[src/rtl/rr_arb_pkg.sv]
// ----------------------------------------------------------------------------
// rr_arb_pkg
// Shared types and constants for the 8-way round-robin arbiter (rr_arb_8_n)
// and its circular priority picker (rr_pick_8).
//   state_t      : arbiter FSM states (IDLE, GRANT)
//   NREQ         : number of requesters (fixed at 8)
//   IDX_W        : grant index width, $clog2(NREQ)
//   HOLD_MAX_DEF : default maximum grant tenure when RR_ARB_TIMEOUT_EN is set
// ----------------------------------------------------------------------------
package rr_arb_pkg;

    localparam int NREQ         = 8;
    localparam int IDX_W        = 3;
    localparam int HOLD_MAX_DEF = 16;

    typedef enum logic {
        IDLE  = 1'b0,
        GRANT = 1'b1
    } state_t;

endpackage : rr_arb_pkg

[src/rtl/rr_pick_8.sv]
// ----------------------------------------------------------------------------
// rr_pick_8
// Purely combinational circular priority picker. Finds the first set bit of
// req searching upward from ptr+1 and wrapping modulo 8, so the requester at
// ptr itself has the lowest priority.
// Ports:
//   req [7:0] in  : request vector
//   ptr [2:0] in  : index of the last owner
//   any       out : at least one request is set
//   idx [2:0] out : chosen requester (meaningless when any=0)
// ----------------------------------------------------------------------------
module rr_pick_8 (
    input  logic [7:0] req,
    input  logic [2:0] ptr,
    output logic       any,
    output logic [2:0] idx
);
    import rr_arb_pkg::*;

    // rot[k] is the request of the requester k+1 positions after ptr, so the
    // lowest set bit of rot is the highest-priority request.
    logic [7:0] rot;
    logic [2:0] off;

    for (genvar gi = 0; gi < 8; gi++) begin : g_rot
        assign rot[gi] = req[3'(ptr + 3'(gi + 1))];
    end

    always_comb begin
        off = 3'd0;
        // Descending scan: the last hit written is the lowest set bit.
        for (int k = 7; k >= 0; k--) begin
            if (rot[k]) begin
                off = 3'(k);
            end
        end
    end

    assign any = |req;
    assign idx = ptr + 3'd1 + off;

endmodule : rr_pick_8

[src/rtl/rr_arb_8_n.sv]
// ----------------------------------------------------------------------------
// rr_arb_8_n
// Round-robin arbiter sharing one resource among 8 requesters. A grant is
// held until the owner pulses done or drops its request; every release is
// followed by exactly one idle turnaround cycle before the next grant.
// Optional feature (macro RR_ARB_TIMEOUT_EN): bounds grant tenure to HOLD_MAX
// cycles with a forced release flagged by a one-cycle gnt_timeout pulse.
// Ports:
//   clk          in  : clock, rising edge
//   rst          in  : asynchronous active-high reset
//   req [7:0]    in  : level requests, held until granted and released
//   done         in  : release pulse from the current owner
//   gnt_valid    out : a grant is active
//   gnt_idx[2:0] out : current owner; holds last owner while idle
//   gnt_n [7:0]  out : active-low one-hot grant, 8'hFF when idle
//   gnt_timeout  out : one-cycle pulse on forced release (0 without macro)
// All outputs come straight from registers or from a decode of registers.
// ----------------------------------------------------------------------------
module rr_arb_8_n #(
    parameter int NREQ     = rr_arb_pkg::NREQ,
    parameter int IDX_W    = rr_arb_pkg::IDX_W,
    parameter int HOLD_MAX = rr_arb_pkg::HOLD_MAX_DEF
) (
    input  logic             clk,
    input  logic             rst,
    input  logic [NREQ-1:0]  req,
    input  logic             done,
    output logic             gnt_valid,
    output logic [IDX_W-1:0] gnt_idx,
    output logic [NREQ-1:0]  gnt_n,
    output logic             gnt_timeout
);
    import rr_arb_pkg::*;

    if (NREQ != 8) begin : g_bad_nreq
        $fatal(1, "rr_arb_8_n: NREQ must be 8");
    end
    if (IDX_W != $clog2(NREQ)) begin : g_bad_idx_w
        $fatal(1, "rr_arb_8_n: IDX_W must be clog2(NREQ)");
    end
    if (HOLD_MAX < 2 || HOLD_MAX > 255) begin : g_bad_hold
        $fatal(1, "rr_arb_8_n: HOLD_MAX must be in 2..255");
    end

    state_t           state_q, state_d;
    logic [IDX_W-1:0] ptr_q,   ptr_d;
    logic [IDX_W-1:0] idx_q,   idx_d;
    logic             rel_norm;
    logic             rel_force;
    logic             pick_any;
    logic [IDX_W-1:0] pick_idx;

    rr_pick_8 u_pick (
        .req (req),
        .ptr (ptr_q),
        .any (pick_any),
        .idx (pick_idx)
    );

`ifdef RR_ARB_TIMEOUT_EN
    logic [7:0] cnt_q, cnt_d;
    logic       tmo_q, tmo_d;
`endif

    always_comb begin
        state_d   = state_q;
        ptr_d     = ptr_q;
        idx_d     = idx_q;
        rel_norm  = 1'b0;
        rel_force = 1'b0;
`ifdef RR_ARB_TIMEOUT_EN
        // Cleared while idle so it reads 0 on the first granted cycle.
        cnt_d     = (state_q == GRANT) ? cnt_q + 8'd1 : 8'd0;
`endif
        case (state_q)
            IDLE: begin
                if (pick_any) begin
                    idx_d   = pick_idx;
                    state_d = GRANT;
                end
            end
            GRANT: begin
                rel_norm = done || !req[idx_q];
`ifdef RR_ARB_TIMEOUT_EN
                rel_force = !rel_norm && (cnt_q == 8'(HOLD_MAX - 1));
`endif
                if (rel_norm || rel_force) begin
                    ptr_d   = idx_q;
                    state_d = IDLE;
                end
            end
            default: state_d = IDLE;
        endcase
`ifdef RR_ARB_TIMEOUT_EN
        tmo_d = rel_force;
`endif
    end

    always_ff @(posedge clk or posedge rst) begin
        if (rst) begin
            state_q <= IDLE;
            ptr_q   <= IDX_W'(NREQ - 1);
            idx_q   <= '0;
        end else begin
            state_q <= state_d;
            ptr_q   <= ptr_d;
            idx_q   <= idx_d;
        end
    end

`ifdef RR_ARB_TIMEOUT_EN
    always_ff @(posedge clk or posedge rst) begin
        if (rst) begin
            cnt_q <= 8'd0;
            tmo_q <= 1'b0;
        end else begin
            cnt_q <= cnt_d;
            tmo_q <= tmo_d;
        end
    end
    assign gnt_timeout = tmo_q;
`else
    assign gnt_timeout = 1'b0;
`endif

    assign gnt_valid = (state_q == GRANT);
    assign gnt_idx   = idx_q;

    for (genvar gi = 0; gi < NREQ; gi++) begin : g_gnt_n
        assign gnt_n[gi] = ~(gnt_valid && (idx_q == IDX_W'(gi)));
    end

endmodule : rr_arb_8_n

[config.mk]
export PLATFORM = sky130hd
export DESIGN_NAME = rr_arb_8_n
export DESIGN_NICKNAME = d
export VERILOG_FILES = /design/src/rtl/rr_arb_pkg.sv /design/src/rtl/rr_pick_8.sv /design/src/rtl/rr_arb_8_n.sv
export SDC_FILE = /design/constraint.sdc
export NUM_CORES = 1
export LEC_CHECK = 0
export BUFFER_PORTS_ARGS = -buffer_cell sky130_fd_sc_hd__buf_4
export CAP_MARGIN = 10
export CORE_MARGIN = 2
export CORE_UTILIZATION = 40
export CTS_CLUSTER_DIAMETER = 60
export DETAILED_ROUTE_END_ITERATION = 16
export HOLD_SLACK_MARGIN = 0.08
export PLACE_DENSITY_LB_ADDON = 0.12
export SLEW_MARGIN = 20
export SYNTH_ARGS = -nofsm -noshare
export SYNTH_HDL_FRONTEND = slang
export SYNTH_SLANG_ARGS = --single-unit
[constraint.sdc]
create_clock -name clk -period 3.4 [get_ports clk]
set_input_delay 1.02 -clock clk [delete_from_list [all_inputs] [get_ports clk]]
set_output_delay 1.02 -clock clk [all_outputs]
set_load 0.01 [all_outputs]
# Yosys cells after proc, flatten, opt, wreduce, memory -nomap -nowiden
# Cells that the tools add are included.
# W data, S select, Z words.
dict set report word_totals {
  elab_cells 79
  output_inout_bits 13
  ff_bits 7
  rom_bits 0
  memories 0
  latch_bits 0
  input_bits 11
  ramBits 0
}
dict set report op_classes {
  multipliers 0
  n_lt_le_gt_ge 9
  muxes 29
  n_eq_ne 7
  n_bitwise 9
  n_addsub 8
  n_shift 0
  n_div 0
  reduce_logical 14
}
# op n
set ops {}
lappend ops {{$lt A3 B4 Y1 const B} 9}
lappend ops {{$bmux W1 S3} 9}
lappend ops {{$mux W3} 8}
lappend ops {{$add A3 B3 Y3 const B} 4}
lappend ops {{$eq A3 B3 Y1 const B} 4}
lappend ops {{$mux W1} 11}
lappend ops {{$not A1 Y1} 9}
lappend ops {{$logic_and A1 B1 Y1} 8}
lappend ops {{$reduce_or A8 Y1} 1}
lappend ops {{$add A3 B2 Y3 const B} 2}
lappend ops {{$eq A3 B2 Y1 const B} 2}
lappend ops {{$reduce_and A2 Y1} 2}
lappend ops {{$add A3 B1 Y3 const B} 1}
lappend ops {{$add A3 B3 Y3} 1}
lappend ops {{$eq A3 B1 Y1 const B} 1}
lappend ops {{$logic_not A3 Y1} 1}
lappend ops {{$pmux W1 S2} 1}
lappend ops {{$logic_not A1 Y1} 1}
lappend ops {{$logic_or A1 B1 Y1} 1}

# Logic depth before layout (Yosys ltp)
dict set report logic_depth {
  ltp_word 11
  mapped_depth 15
  depth_no_buf 13
}

# Hierarchy
# A second synthesis with hierarchy kept.
dict set report unflattened {
  cells_unflattened 93
  area_unflattened_um2 1006.0
}
# mod area_per_inst_um2 seq_area_each_um2 n_inst cells_each
set by_module_without_submodules {}
lappend by_module_without_submodules {rr_pick_8 540.5 0.0 1 49}
lappend by_module_without_submodules {rr_arb_8_n 465.4 178.9 1 44}

# Worst setup path before layout
# Ideal clock, no wire load.
dict set report synth_path {
  path_kind {input port to flip-flop}
  start {input req[5]}
  end {register idx_q[2] (netlist: gnt_idx[2])}
  path_buffers 0
  arrival_ps 3110
  setup_time_ps 92
  slack_ps 199
  t_required_ps 3308
  path_stages 11
  path_cell_list {mux4_2 nor2_1 o2bb2ai_1 and2_1 o31ai_1 a21oi_1 ha_1 fa_1 xnor2_1 nor3_1 o31ai_2}
}
dict set report synth_between {
  elab_chain_cells 11
  elab_cells_between_ends 27
  cone_classes {add/sub (1); mux (24); reduce/logical (2)}
}
# item line
set synth_rtl {}
lappend synth_rtl {{from (decl)} rr_arb_8_n.sv:26} ;# input logic [NREQ-1:0] req,
lappend synth_rtl {{$bmux W1 S3} rr_pick_8.sv:26} ;# assign rot[gi] = req[3'(ptr + 3'(gi + 1))];
lappend synth_rtl {{$mux W1 (implied by the code)} rr_pick_8.sv:26}
lappend synth_rtl {{$mux W3 (8 in series)} rr_pick_8.sv:33} ;# if (rot[k]) begin
lappend synth_rtl {{$add A3 B3 Y3} rr_pick_8.sv:40} ;# assign idx = ptr + 3'd1 + off;
lappend synth_rtl {{to (signal assigned)} rr_arb_8_n.sv:107} ;# idx_q <= idx_d;
lappend synth_rtl {{to (decl)} rr_arb_8_n.sv:47} ;# logic [IDX_W-1:0] idx_q, idx_d;
# Parallel ways exist; a longest one is shown, timed or not. The select of a mux whose other input is x is not followed.
# A chain may end at the register's enable or synchronous reset.

# Final worst setup path
# Ends and elaborated chain as after synthesis.

==> results.toml <==
[final_layout]
layout-area-overhead-vs-synth_pct = 22.01
final_common_cell = "buf_4"
n_antenna_cell = 0
num-nets-final = 149
layout.cells.non_filler = 164
final_core_util = 0.5042
mostFrequentLayoutCells = "buf_4 (29), mux4_1 (8), nor2_1 (7), nand2_1 (7), mux2i_1 (7)"
drive_above_1_share = 0.4060

[clock_tree]
cts_resized = 0
insertion_delay_ns = 0.26
hold_buffers = 0
post_cts_buffers = 0
ctsLongestPathBuffers = 2
htree_levels = 1
cts_tree = "yes"
cts_buffers = 3
clk_pin_slew_worst_paths_ns = 0.06
cts_root_buf = "clkbuf_4"
clock-sinks = 7

[route]
drc = 0
drt_iter0_markers = 20
dr.pass1.iters = 4
route.vias.total = 959
wl_mm = 2.476
avgViaCountPerCell = 5.848
ant_nets = 0
wire_per_inst_um = 15.10

[synthesis]
synthFlopType = "dfrtp_1"
syn_area_mm2 = 0.001120
yosysUniqueCellTypes = 40
synth_fp_nets = 124
yosysWarnings = 0
syn_inst = 109
synth_edf_count = 0
synth_top_family_by_area = "multiplexers"
ys_ff_latch = 7
syn_avg_cell_area_um2 = 10.27
synthAdderAreaFrac = 0.05140
synth_seq_area_share = 0.1598
async_reset_ff_frac = 1.000
synth_compound_gate_area_share = 0.1095
synthSimpleGateAreaFrac = 0.1553
synth_xor_area_frac = 0.03799
synth_mux_area_frac = 0.4134

[power]
p_per_area_mw_per_mm2 = 1163
ir_worst_vdd_v = 0.0006401
total_power_mw = 1.589
p_switching_mw = 0.7241
p_comb_frac = 0.797
p_leak_nw = 0.5864
clockPowerShare = 0.050
power_frac_seq = 0.153
switching_share = 0.4557
p_int_mw = 0.8647

[placement]
portBuffers = 22
hpwl_mm = 1.926
numPlacedInstances = 160
pre_cts_ws_ns = -0.1069
gp_congestion = 0.9209

[critical_path]
crit_arrival_ns = 3.36
crit_path_start_kind = "input port"
crit_type = "in2reg"
critical_path_required_ns = 3.57
cp-end-kind = "flop"
cp_max_fo = 6

[sta]
setup_ws_ns = 0.2088
finalSetupViolCount = 0
grt_setup_unrepaired = "false"
min_period_over_period = 0.9386
min_period_ns = 3.191
fin_skew_ns = 0.003712
slew_viol_final = 0
hold_violations = 0
tns_ns = 0
fmax_mhz = 313.4

[global_routing]
grt_pass1_wl_mm = 4.236
antenna_found_initial = 0
grt_max_degree = 13
grt_pass1_vias = 910
grt.overflow.total = 0
grt_use_total = 0.1714

[floorplanning]
rows = 19
initial_core_util = 0.4132
fp.dieArea_mm2 = 0.003239
coreArea_mm2 = 0.002710
die_x_um = 56.91
die_h_um = 56.91
io_pins = 24

[worst_hold_path]
hold_class = "reg2reg"

[status]
outcome = "finished, final reports clean"

[job]
maxCapViolations = 0
[worst paths after layout]
kind                          start          to  slack [ns]  depth (start not counted)
min in group asynchronous       rst  gnt_idx[0]        0.69                          2
max reg2reg                ptr_q[0]  gnt_idx[2]        0.30                         12
max                          req[5]  gnt_idx[2]        0.21                         12
min                        ptr_q[2]    ptr_q[2]        0.65                          2
max in group asynchronous       rst    ptr_q[1]        2.44                          2
min reg2reg                ptr_q[2]    ptr_q[2]        0.65                          2
[critical path, stage by stage]
cell and delay [ns]:
buf_4 0.13, mux4_2 0.49, nor2_2 0.13, o2bb2ai_1 0.06, and2_1 0.15, o31ai_1 0.19
a21oi_1 0.11, ha_1 0.21, fa_1 0.38, xnor2_1 0.20, nor3_1 0.08, o31ai_2 0.21
[per-layer routing]
| metal | vias to the layer above | track usage | part of all wire |
|---|---|---|---|
| li1 | 457 | - | - |
| met1 | 469 | 0.2387 | 0.47 |
| met4 | 0 | 0.04983 | 0.010 |
| met3 | 5 | 0.04147 | 0.055 |
| met2 | 28 | 0.2660 | 0.47 |
| met5 | - | 0 | 0 |
[synth_stat cells (2+ instances only)]
cell type	number	area (um^2)
nor2b_1	6	37.54
dfrtp_1	4	100.1
mux2i_1	7	70.07
o21ai_0	3	15.01
inv_1	6	22.52
and2_1	2	12.51
buf_2	2	10.01
o2111a_1	2	22.52
dfstp_2	3	78.83
mux4_2	5	112.6
nand2_1	7	26.28
buf_4	2	15.01
a21oi_1	4	20.02
mux2_2	5	56.30
xor2_1	2	17.52
clkbuf_1	4	15.01
o21a_1	2	15.01
nand3_1	4	20.02
nor2_1	8	30.03
mux4_1	8	210.2
nor4_1	2	12.51
ha_1	3	37.54
[logic make-up after synthesis]
family | count (synthesis)
muxes | 26
AOI/OAI and AO/OA | 17
other | 1
xor gates and xnor gates | 4
adders and majority gates | 4
and+or+nand+nor | 34
DFF | 7
buffers and inverters | 16
[stage by stage]
| step | cell area (um^2) | hold slack, ns |
|---|---|---|
| after global placement | 1325 | 0.6221 |
| final | 1366 | 0.6481 |
| after CTS | 1351 | 0.6544 |
| after floorplan | 1120 | 0.6789 |
| after detailed placement | 1325 | 0.6396 |
| after global routing | 1366 | 0.6777 |
[sequential cells by signal, summed over array words and instances (netlist names)]
register,count
ptr_q,3
gnt_idx,3
gnt_valid,1
[power by group through the flow]
stage          clock [mW]  sequential, mW  combinational [mW]
2_1_floorplan           0           0.181                1.03
3_3_place_gp            0           0.243                1.22
3_5_place_dp            0           0.246                1.23
4_1_cts            0.0821           0.245                1.23
5_1_grt            0.0898           0.254                1.39
6_report           0.0802           0.243                1.27
[cell type report]
| cell class | instances | area, um^2 |
|---|---|---|
| sequential | 7 | 178.9 |
| multi-input combinational | 86 | 878.3 |
| inverter | 7 | 26.28 |
| timing repair buffer | 29 | 217.7 |
| clock buffer | 4 | 26.28 |
| tap | 31 | 38.79 |
| fill | 259 | 1344 |
Power figures use the tool's default switching activity.
